File: src/rtl/mul_seq_ctrl.sv
// Sequencer for an external pipelined multiplier: accepts RV64 M-extension
// multiply ops from EX, stalls the front end, and returns the selected result.
module mul_seq_ctrl #(
    parameter int MUL_LAT = 3
) (
    input  logic         CLK,
    input  logic         RST,
    input  logic         ex_valid,
    input  logic [2:0]   ex_funct3,
    input  logic         ex_is_word,
    input  logic [63:0]  ex_rs1,
    input  logic [63:0]  ex_rs2,
    input  logic         flush,
    input  logic [129:0] mul_prod,
    output logic         mulstall,
    output logic         mul_start,
    output logic [64:0]  mul_a,
    output logic [64:0]  mul_b,
    output logic         res_valid,
    output logic [63:0]  res_data
);

    localparam int CW = $clog2(MUL_LAT + 1);
    localparam logic [CW-1:0] LAT_C = CW'(MUL_LAT);

    typedef enum logic [1:0] {
        IDLE,
        BUSY,
        DONE
    } state_t;

    state_t         state;
    logic [CW-1:0]  cnt;
    logic [1:0]     op_funct3;
    logic           op_word;

    logic           accept;
    logic           a_signed;
    logic           b_signed;
    logic [64:0]    ext_a;
    logic [64:0]    ext_b;
    logic [63:0]    sel_res;
    logic           unused_prod_bits;

    // The two top product bits never reach any result field.
    assign unused_prod_bits = ^mul_prod[129:128];

    always_comb begin
        accept   = (state == IDLE) && ex_valid && !ex_funct3[2] && !flush;
        a_signed = (ex_funct3[1:0] != 2'b11);
        b_signed = !ex_funct3[1];
        if (ex_is_word) begin
            ext_a = {{33{ex_rs1[31]}}, ex_rs1[31:0]};
            ext_b = {{33{ex_rs2[31]}}, ex_rs2[31:0]};
        end else begin
            ext_a = {a_signed & ex_rs1[63], ex_rs1};
            ext_b = {b_signed & ex_rs2[63], ex_rs2};
        end
    end

    always_comb begin
        if (op_word)
            sel_res = {{32{mul_prod[31]}}, mul_prod[31:0]};
        else if (op_funct3 == 2'b00)
            sel_res = mul_prod[63:0];
        else
            sel_res = mul_prod[127:64];
    end

    // Stall and strobe must react to flush within the same cycle.
    assign mulstall  = RST && (accept || ((state == BUSY) && !flush));
    assign res_valid = (state == DONE) && !flush;

    always_ff @(posedge CLK or negedge RST) begin
        if (!RST) begin
            state     <= IDLE;
            cnt       <= '0;
            op_funct3 <= 2'b00;
            op_word   <= 1'b0;
            mul_start <= 1'b0;
            mul_a     <= '0;
            mul_b     <= '0;
            res_data  <= '0;
        end else begin
            case (state)
                IDLE: begin
                    mul_start <= 1'b0;
                    cnt       <= '0;
                    if (accept) begin
                        state     <= BUSY;
                        op_funct3 <= ex_funct3[1:0];
                        op_word   <= ex_is_word;
                        mul_a     <= ext_a;
                        mul_b     <= ext_b;
                        mul_start <= 1'b1;
                    end
                end
                BUSY: begin
                    mul_start <= 1'b0;
                    if (flush) begin
                        state <= IDLE;
                        cnt   <= '0;
                    end else if (cnt == LAT_C) begin
                        res_data <= sel_res;
                        state    <= DONE;
                        cnt      <= '0;
                    end else begin
                        cnt <= cnt + 1'b1;
                    end
                end
                DONE: begin
                    mul_start <= 1'b0;
                    cnt       <= '0;
                    state     <= IDLE;
                end
                default: begin
                    mul_start <= 1'b0;
                    cnt       <= '0;
                    state     <= IDLE;
                end
            endcase
        end
    end

endmodule

File: config.mk
export PLATFORM = sky130hd
export DESIGN_NAME = mul_seq_ctrl
export DESIGN_NICKNAME = d
export VERILOG_FILES = /design/src/rtl/mul_seq_ctrl.sv
export SDC_FILE = /design/constraint.sdc
export NUM_CORES = 1
export LEC_CHECK = 0
export ABC_AREA = 1
export CORE_AREA = 2 2 181 183
export DETAILED_ROUTE_END_ITERATION = 8
export DIE_AREA = 0 0 183 185
export PLACE_DENSITY = 0.7
export SLEW_MARGIN = 10
export SYNTH_ARGS = -nofsm -noshare
export SYNTH_HDL_FRONTEND = slang
export SYNTH_SLANG_ARGS = --single-unit
File: constraint.sdc
create_clock -name CLK -period 1.7 [get_ports CLK]
set_input_delay 0.34 -clock CLK [delete_from_list [all_inputs] [get_ports CLK]]
set_output_delay 0.34 -clock CLK [all_outputs]
set_load 0.01 [all_outputs]
==> impl_metrics.tcl, run 1 <==
set metrics [dict create \
    syn_inst 1122 \
    setup.worst_path.end "mulstall" \
    synth_simple_gate_area_frac 0.238 \
    dieArea_mm2 0.0339 \
    synth_edf_count 0 \
    synth_top_family_by_area "simple AND/OR/NAND/NOR gates" \
    slew_viol_final 0 \
    crit_chain "clkdlybuf4s50_1 > inv_2 > nand2_1 > nor2_2 > buf_4 > nand2_8 > a21boi_2 > buf_2" \
    drtAntennaViolNets 0 \
    fin_crit_sh 1.07 \
    cts_tree "yes" \
    arrival_ns 1.48 \
    power_density_mw_per_mm2 1010 \
    grt_pass1_vias 8947 \
    finClkSkew_ns 0.0118 \
    crit_path_max_incr_delay_ns 0.44 \
    cts-root-buf "clkbuf_16" \
    maxCapViolCount 0 \
    synthAdderAreaFrac 0.00141 \
    gp_congestion 0.779 \
    clock.fmax_mhz 550 \
    worst_pin_slew_ns 0.544 \
    viasPerCell 4.42 \
    cts.clk_slew.worst_paths_ns 0.06 \
    syn_avg_cell_area_um2 7.92 \
    synth_nets 1389 \
    ys_seq_area_frac 0.569 \
    totalPowerFinal_mw 15.1 \
    synth_seq_cells 202 \
    numCtsBuffers 24 \
    synth_compound_gate_area_share 0.110 \
    portBuffers 460 \
    reg2regPathDepth 9 \
    grt_max_degree 161 \
    fin_nets 1855 \
    synth_top_area_share 0.569 \
    synth_area_mm2 0.00888 \
    run_status "complete, but fails checks" \
    dr.pass1.iters 4 \
    core_area_mm2 0.0320 \
    rsz0062_at_grt "yes" \
    route.detailed.drc 0 \
    hold_viol 0 \
    synth_flop_cell "dfrtp_1" \
    clkLatencyLatePin_ns 0.52 \
    hold_class "in -> reg" \
    synth_xor_area_frac 0 \
    synth_cell_type_count 20 \
    grt_pass1_wl_mm 49.4 \
    whs_ns 0.352 \
    p_leak_nw 7.89 \
    slowest_stage "clkdlybuf4s50_1" \
    cts.sinks 202 \
    timing.rr.start "state[1]" \
    synth.area.top_cells "dfrtp_1 57%, nand2_1 19%, a21oi_1 5.3%" \
    cts.htree.levels 1 \
    drive_gt1_frac 0.0642 \
    worstPathRequired_ns 1.36 \
    yosys.area.top_type "dfrtp_1" \
    wl_per_cell_um 16.3 \
    crit_start "flush" \
    finalSetupViolCount 1 \
    setup_slack_ns -0.120 \
    area_growth_pct 68.4 \
    die_w_um 183 \
    rows 66 \
    cts_max_path_buffers 3 \
    worst_r2r_endpoint "mul_a[14]" \
    peakVddDrop_mv 0.658 \
    finalCriticalPeriod_ns 1.82 \
    layout_commonest_cell "nand2_1" \
    critPathKind "in -> out" \
    final_cell_mix "438 x nand2_1, 262 x clkdlybuf4s50_1, 202 x dfrtp_1" \
    io_pins 463 \
    cp_max_fo 2 \
    antenna_found_initial 1 \
    chipHeight_um 185 \
    routed_wl_mm 32.9 \
    fin_setup_tns_ns -0.120 \
    relSlewSlack 0.637 \
    first_iter_violations 378 \
    synth_warnings 0 \
    regToRegSetupSlack_ns 0.16 \
    violations "negative setup slack" \
    dp_hpwl_mm 23.2 \
    muxShareOfSynthArea 0 \
    hp-start "ex_rs2[14]" \
    end_kind "primary output" \
    cp-start-kind "primary input" \
    initial_core_util 0.277 \
    async_flop_share 1.00 \
    vias 8896 \
    grt_usage 0.184 \
    gr-total-overflow 0 \
]
==> worst max-delay path, delay by kind of cell <==
family          cells  cell delay (ns)
compound gates      1             0.11
buf+inv             4             0.81
simple gates        3             0.21
==> cell type report <==
type / instances / area [um2]
fillers: 3133 / 17100
flip-flops and latches: 202 / 5050
repair buffers: 509 / 4960
multi-input cells: 743 / 3130
clock buffers: 35 / 733
well taps: 408 / 510
inverters: 108 / 410
clock inverters: 8 / 146
diodes: 1 / 2.50
==> cells by family (layout without fill, tap and decap cells) <==
family                   count (synthesis)  after routing
other                                    0              1
buffers and inverters                  177            660
flip-flops                             202            202
AO/OA/AOI/OAI                          194            194
AND/OR/NAND/NOR                        548            548
adder cells (fa/ha/maj)                  1              1
==> flip-flops by register name, summed over array words and instances (netlist names) <==
register   flops
mul_start      1
mul_b         65
op_word        1
cnt            2
res_data      64
op_funct3      2
state          2
mul_a         65
==> timing repair <==
action	in CTS	in global routing
cloned	0	3
hold endpoints to repair	80	0
endpoints found under the setup margin	201	74
hold buffers	1	0
resized for setup	212	6
setup buffers	1	0
pin swaps	2	2
==> worst min path at each step <==
stage                end  slack [ns]  depth (start not counted)
6_report       mul_b[14]        0.35                          3
5_1_grt         mul_a[0]        0.34                          3
4_1_cts         mul_a[4]        0.32                          3
3_5_place_dp      cnt[0]        0.43                          1
3_3_place_gp      cnt[0]        0.43                          1
2_1_floorplan     cnt[0]        0.04                          0
==> metrics by stage <==
step / std cells / area, um2 / worst slack (ns) / util
after floorplan: 1122 / 8880 / 0.243 / -
after global placement: 1965 / 14200 / -0.704 / 0.443
after detailed placement: 1965 / 14200 / -0.688 / 0.443
after CTS: 2010 / 14900 / -0.145 / 0.464
after global routing: 2014 / 15000 / -0.200 / 0.467
final: 2014 / 15000 / -0.120 / 0.467
==> synth_stat cells (2+ instances only) <==
| master | instances |
|---|---|
| inv_2 | 2 |
| nor2_1 | 70 |
| nand3_1 | 34 |
| o21ai_1 | 25 |
| nand2_2 | 2 |
| dfrtp_1 | 202 |
| clkbuf_1 | 30 |
| inv_1 | 105 |
| a21oi_1 | 94 |
| nand2_1 | 438 |
| nand4_1 | 2 |
| o21ai_0 | 74 |
| buf_2 | 31 |
| buf_4 | 7 |
==> layer usage <==
metal | up-vias | part of all wire | routed length (um) | global-route usage
met1 | 4065 | 0.39 | 12900 | 0.213
met5 | - | 0 | 0 | 0
met3 | 63 | 0.093 | 3060 | 0.0606
met2 | 362 | 0.49 | 16000 | 0.322
met4 | 0 | 0.029 | 958 | 0.0586
li1 | 4406 | - | - | -
==> power by group <==
part,switching (mW),internal [mW]
clock network,2.08,3.58
registers,0.339,5.45
logic,1.90,1.74
total,4.32,10.8
Power figures use the tool's default switching activity.
==> inputs of run 2 (changes only) <==
--- a/config.mk
+++ b/config.mk
@@ -5,11 +5,11 @@
 export SDC_FILE = /design/constraint.sdc
 export NUM_CORES = 1
 export LEC_CHECK = 0
-export ABC_AREA = 1
-export CORE_AREA = 2 2 181 183
+export ABC_AREA = 0
+export CORE_AREA = 2 2 178 180
 export DETAILED_ROUTE_END_ITERATION = 8
-export DIE_AREA = 0 0 183 185
-export PLACE_DENSITY = 0.7
+export DIE_AREA = 0 0 180 182
+export PLACE_DENSITY = 0.72
 export SLEW_MARGIN = 10
 export SYNTH_ARGS = -nofsm -noshare
 export SYNTH_HDL_FRONTEND = slang
==> impl_metrics.tcl, run 2 <==
set metrics [dict create \
    run_status "complete, but fails checks" \
    violations "negative setup slack" \
    clock.fmax_mhz 547 \
    cts.htree.levels 1 \
    ys_seq_area_frac 0.561 \
    muxShareOfSynthArea 0.170 \
    peakVddDrop_mv 0.773 \
    initial_core_util 0.291 \
    crit_chain "nor2_1 > nand2_1 > a21boi_2 > buf_2" \
    worstPathRequired_ns 1.36 \
    p_leak_nw 7.01 \
    synth_warnings 0 \
    drive_gt1_frac 0.181 \
    wl_met1_mm 12.0 \
    die_w_um 180 \
    worst_pin_slew_ns 0.660 \
    cts_max_path_buffers 3 \
    routed_wl_mm 31.0 \
    maxCapViolCount 0 \
    grt_pass1_vias 8283 \
    gp_congestion 0.831 \
    layout_commonest_cell "clkdlybuf4s50_1" \
    critPathKind "reg -> out" \
    cts.sinks 202 \
    fin_setup_tns_ns -0.212 \
    syn_inst 772 \
    synth.area.top_cells "dfrtp_1 56%, mux2_2 15%, nor3b_1 5.3%" \
    power_density_mw_per_mm2 1020 \
    placed_area_mm2 0.0142 \
    route.detailed.drc 0 \
    wl_met2_mm 15.5 \
    portBuffers 460 \
    dr.pass1.iters 4 \
    synth_nets 1039 \
    synth_compound_gate_area_share 0.0966 \
    grt_usage 0.181 \
    synth_edf_count 0 \
    crit_family "flip-flops" \
    vias 7835 \
    yosys.area.top_type "dfrtp_1" \
    antenna_found_initial 0 \
    finClkSkew_ns 0.0136 \
    first_iter_violations 367 \
    cts-root-buf "clkbuf_16" \
    whs_ns 0.347 \
    synth_cell_type_count 30 \
    core_area_mm2 0.0310 \
    io_pins 463 \
    drtAntennaViolNets 0 \
    viasPerCell 4.73 \
    synth_flop_cell "dfrtp_1" \
    path_buf_inv 1 \
    dp_hpwl_mm 21.6 \
    numCtsBuffers 25 \
    multi_input_area_mm2 0.00342 \
    crit_path_max_incr_delay_ns 0.40 \
    clkLatencyLatePin_ns 0.52 \
    slowest_stage "dfrtp_1" \
    cts_tree "yes" \
    final_cell_mix "261 x clkdlybuf4s50_1, 201 x dfrtp_1, 195 x dlygate4sd2_1" \
    async_flop_share 1.00 \
    fin_crit_sh 1.08 \
    wl_met3_mm 2.43 \
    arrival_ns 1.49 \
    relSlewSlack 0.560 \
    area_growth_pct 66.0 \
    synth_top_family_by_area "multiplexers" \
    synth_area_mm2 0.00902 \
    finalSetupViolCount 2 \
    gr-total-overflow 0 \
    top_regs "mul_a: 65 flops, mul_b: 65 flops, res_data: 64 flops" \
    grt_max_degree 113 \
    rsz0062_at_grt "yes" \
    synth_simple_gate_area_frac 0.106 \
    regArea_mm2 0.00506 \
    fin_nets 1504 \
    hold_viol 0 \
    chipHeight_um 182 \
    end_kind "primary output" \
    finalCriticalPeriod_ns 1.83 \
    cp_max_fo 3 \
    cp-start-kind "flip-flop" \
    slew_viol_final 0 \
    synthAdderAreaFrac 0.00139 \
    final_core_util 0.483 \
    totalPowerFinal_mw 15.3 \
    synth_top_area_share 0.561 \
    syn_avg_cell_area_um2 11.7 \
    fin_area_mm2 0.0150 \
    synth_xor_area_frac 0 \
    fillers 2860 \
    grt_pass1_wl_mm 47.3 \
    hold_class "in -> reg" \
    cts.clk_slew.worst_paths_ns 0.06 \
    synth_most_common_cell "dfrtp_1" \
    setup_slack_ns -0.129 \
    wl_per_cell_um 18.7 \
    dr.max_layer_used "met4" \
    synth_seq_cells 202 \
    dieArea_mm2 0.0328 \
    yosys-top-cells-count "202 x dfrtp_1, 122 x mux2_2, 70 x nand2_1, 65 x o21ai_0, 64 x nor3b_1" \
    diodes 0 \
    rows 65 \
]
[run 2: cell types whose count changed after synthesis, moves of 25 or more]
| cell | change |
|---|---|
| mux2_2 | +122 |
| inv_1 | -43 |
| o21ai_1 | -25 |
| nor2_1 | -35 |
| nor3b_1 | +64 |
| a21oi_1 | -94 |
| nand2_1 | -368 |
| o32a_1 | +32 |
| nand3_1 | -34 |
| a31oi_1 | +32 |
[run 2: worst register-to-register path: stages, from the launching register on]
cell and delay (ns):
dfrtp_1 0.40, buf_4 0.14, and4bb_4 0.34, buf_12 0.14
nand2_8 0.11, o32a_1 0.40
[run 2: per-layer routing]
metal / up-vias / GRT usage
met5: - / 0
met1: 3810 / 0.213
met2: 358 / 0.310
met4: 0 / 0.0709
met3: 58 / 0.0521
li1: 3609 / -
[run 2: logic make-up after synthesis]
group / Yosys count
adder cells (fa/ha/maj): 1
multiplexers: 133
AO/OA/AOI/OAI: 132
AND/OR/NAND/NOR: 180
flip-flops: 202
buffers and inverters: 124
[run 2: report_power, final]
group	switching, mW	internal, mW
Clock	2.12	3.05
Sequential	0.409	5.58
Combinational	1.90	2.22
[run 2: cell type report]
cell class              count  area share
repair buffers            498       0.330
flip-flops and latches    202       0.338
well taps                 402      0.0336
inverters                  63      0.0166
clock buffers              33      0.0465
multi-input cells         447       0.228
clock inverters            13     0.00710
[run 2: timing repair]
item | in CTS | in global routing
cloned | 2 | 3
pin swaps | 3 | 9
setup endpoints to repair | 263 | 97
buffers inserted | 0 | 4
hold endpoints to repair | 174 | 0
resized for setup | 214 | 11
hold buffers | 1 | 0
[run 2: path summary, 6_finish.rpt]
kind                                  from  slack, ns  depth (start not counted)      endpoint
max in group asynchronous              RST       0.69                          3     mul_b[13]
worst max register to register    state[1]       0.04                          5  res_data[41]
worst min-delay path            ex_is_word       0.35                          3     mul_b[54]
min in group asynchronous              RST       0.44                          3        cnt[1]
worst min register to register      cnt[0]       0.44                          1        cnt[0]
worst max-delay path              state[1]      -0.13                          4      mulstall
[run 2: metrics by stage]
step	setup WS, ns	std cells
2_1_floorplan	0.198	772
3_3_place_gp	-0.474	1602
3_5_place_dp	-0.427	1602
4_1_cts	-0.129	1651
5_1_grt	-0.195	1658
6_report	-0.129	1658
==> inputs of run 3 (changes only) <==
--- a/config.mk
+++ b/config.mk
@@ -9,7 +9,9 @@
 export CORE_AREA = 2 2 178 180
 export DETAILED_ROUTE_END_ITERATION = 8
 export DIE_AREA = 0 0 180 182
+export GPL_ROUTABILITY_DRIVEN = 0
 export PLACE_DENSITY = 0.72
+export SKIP_LAST_GASP = 1
 export SLEW_MARGIN = 10
 export SYNTH_ARGS = -nofsm -noshare
 export SYNTH_HDL_FRONTEND = slang
==> impl_metrics.tcl, run 3 (synthesized netlist as in run 2, its figures left out) <==
set metrics [dict create \
    routed_wl_mm 31.0 \
    setup_slack_ns -0.123 \
    dp_hpwl_mm 21.6 \
    final_cell_mix "261 x clkdlybuf4s50_1, 201 x dfrtp_1, 195 x dlygate4sd2_1" \
    cp-start-kind "flip-flop" \
    cp_max_fo 3 \
    wl_per_cell_um 18.7 \
    fin_crit_sh 1.07 \
    drive_gt1_frac 0.181 \
    p_leak_nw 7.01 \
    grt_pass1_wl_mm 47.3 \
    critPathKind "reg -> out" \
    dr.pass1.iters 4 \
    clkLatencyLatePin_ns 0.52 \
    gr-total-overflow 0 \
    arrival_ns 1.48 \
    top_regs "mul_a: 65 flops, mul_b: 65 flops, res_data: 64 flops" \
    fin_nets 1504 \
    worst_r2r_endpoint "res_data[43]" \
    layout_commonest_cell "clkdlybuf4s50_1" \
    rows 65 \
    slew_viol_final 0 \
    first_iter_violations 350 \
    maxCapViolCount 0 \
    hp-start "ex_is_word" \
    hold_viol 0 \
    placed_area_mm2 0.0142 \
    hold_class "in -> reg" \
    die_w_um 180 \
    cts.sinks 202 \
    grt_pass1_vias 8283 \
    drtAntennaViolNets 0 \
    cts-root-buf "clkbuf_16" \
    end_kind "primary output" \
    cts_tree "yes" \
    fin_area_mm2 0.0150 \
    cts_max_path_buffers 3 \
    peakVddDrop_mv 0.773 \
    rsz0062_at_grt "yes" \
    final_core_util 0.483 \
    initial_core_util 0.291 \
    worst_pin_slew_ns 0.658 \
    finClkSkew_ns 0.0117 \
    whs_ns 0.348 \
    run_status "complete, but fails checks" \
    core_area_mm2 0.0310 \
    viasPerCell 4.73 \
    cts.clk_slew.worst_paths_ns 0.06 \
    finalCriticalPeriod_ns 1.82 \
    hold_depth 3 \
    antenna_found_initial 0 \
    regToRegSetupSlack_ns 0.04 \
    min_to "mul_b[54]" \
    relSlewSlack 0.561 \
    clock.fmax_mhz 548 \
    numCtsBuffers 25 \
    reg2regPathDepth 5 \
    portBuffers 460 \
    io_pins 463 \
    cts.htree.levels 1 \
    timing.rr.start "state[1]" \
    worstPathRequired_ns 1.36 \
    dieArea_mm2 0.0328 \
    area_growth_pct 66.0 \
    grt_max_degree 113 \
    chipHeight_um 182 \
    place_ws_ns -0.427 \
    finalSetupViolCount 2 \
    grt_usage 0.181 \
    vias 7842 \
    diodes 0 \
    power_density_mw_per_mm2 1020 \
    route.detailed.drc 0 \
    violations "negative setup slack" \
]
## run 3: final cells by class
type | count | area (um2)
fillers | 2860 | 16000
flip-flops and latches | 202 | 5060
repair buffers | 498 | 4930
multi-input cells | 447 | 3420
clock buffers | 33 | 696
well taps | 402 | 503
inverters | 63 | 249
clock inverters | 13 | 106
## run 3: critical path, cell delays in order, from the launching register on
cell	delay (ns)
dfrtp_1	0.40
nor2_1	0.15
nand2_1	0.12
a21boi_2	0.15
buf_2	0.14
## run 3: power by group
group          switching, mW  internal (mW)  leakage, nW
registers              0.410           5.58         2.56
clock network           2.12           3.05        0.402
logic                   1.90           2.22         4.05
total                   4.42           10.8         7.01
## run 3: repair_timing
item / CTS / global route
setup endpoints to repair: 263 / 99
pin swaps: 3 / 7
hold buffers: 1 / 0
setup buffers: 0 / 4
resized for setup: 213 / 11
gates cloned: 2 / 3
endpoints found under the hold margin: 174 / 0
## run 3: routing by layer
layer / GRT usage / up-vias / part of all wire / wire length (um)
met5: 0 / - / 0 / 0
li1: - / 3609 / - / -
met4: 0.0709 / 0 / 0.037 / 1140
met1: 0.213 / 3821 / 0.39 / 12100
met3: 0.0521 / 61 / 0.076 / 2350
met2: 0.310 / 351 / 0.50 / 15500
## run 3: metrics by stage
step	total power, mW	setup TNS, ns	cells
final	15.3	-0.205	1658
after global routing	16.1	-0.405	1658
after CTS	15.5	-0.178	1651
after detailed placement	10.7	-63.19	1602
after global placement	10.7	-60.32	1602
after floorplan	7.86	0	772
## run 3: how the worst max path moves through the flow
stage,cells past startpoint,startpoint,slack [ns],endpoint
CTS,4,state[1],-0.13,mulstall
global route,4,state[1],-0.20,mulstall
global placement,5,flush,-0.47,mulstall
detailed placement,5,flush,-0.43,mulstall
floorplan,6,state[0],0.20,mul_b[33]
finish,4,state[1],-0.12,mulstall
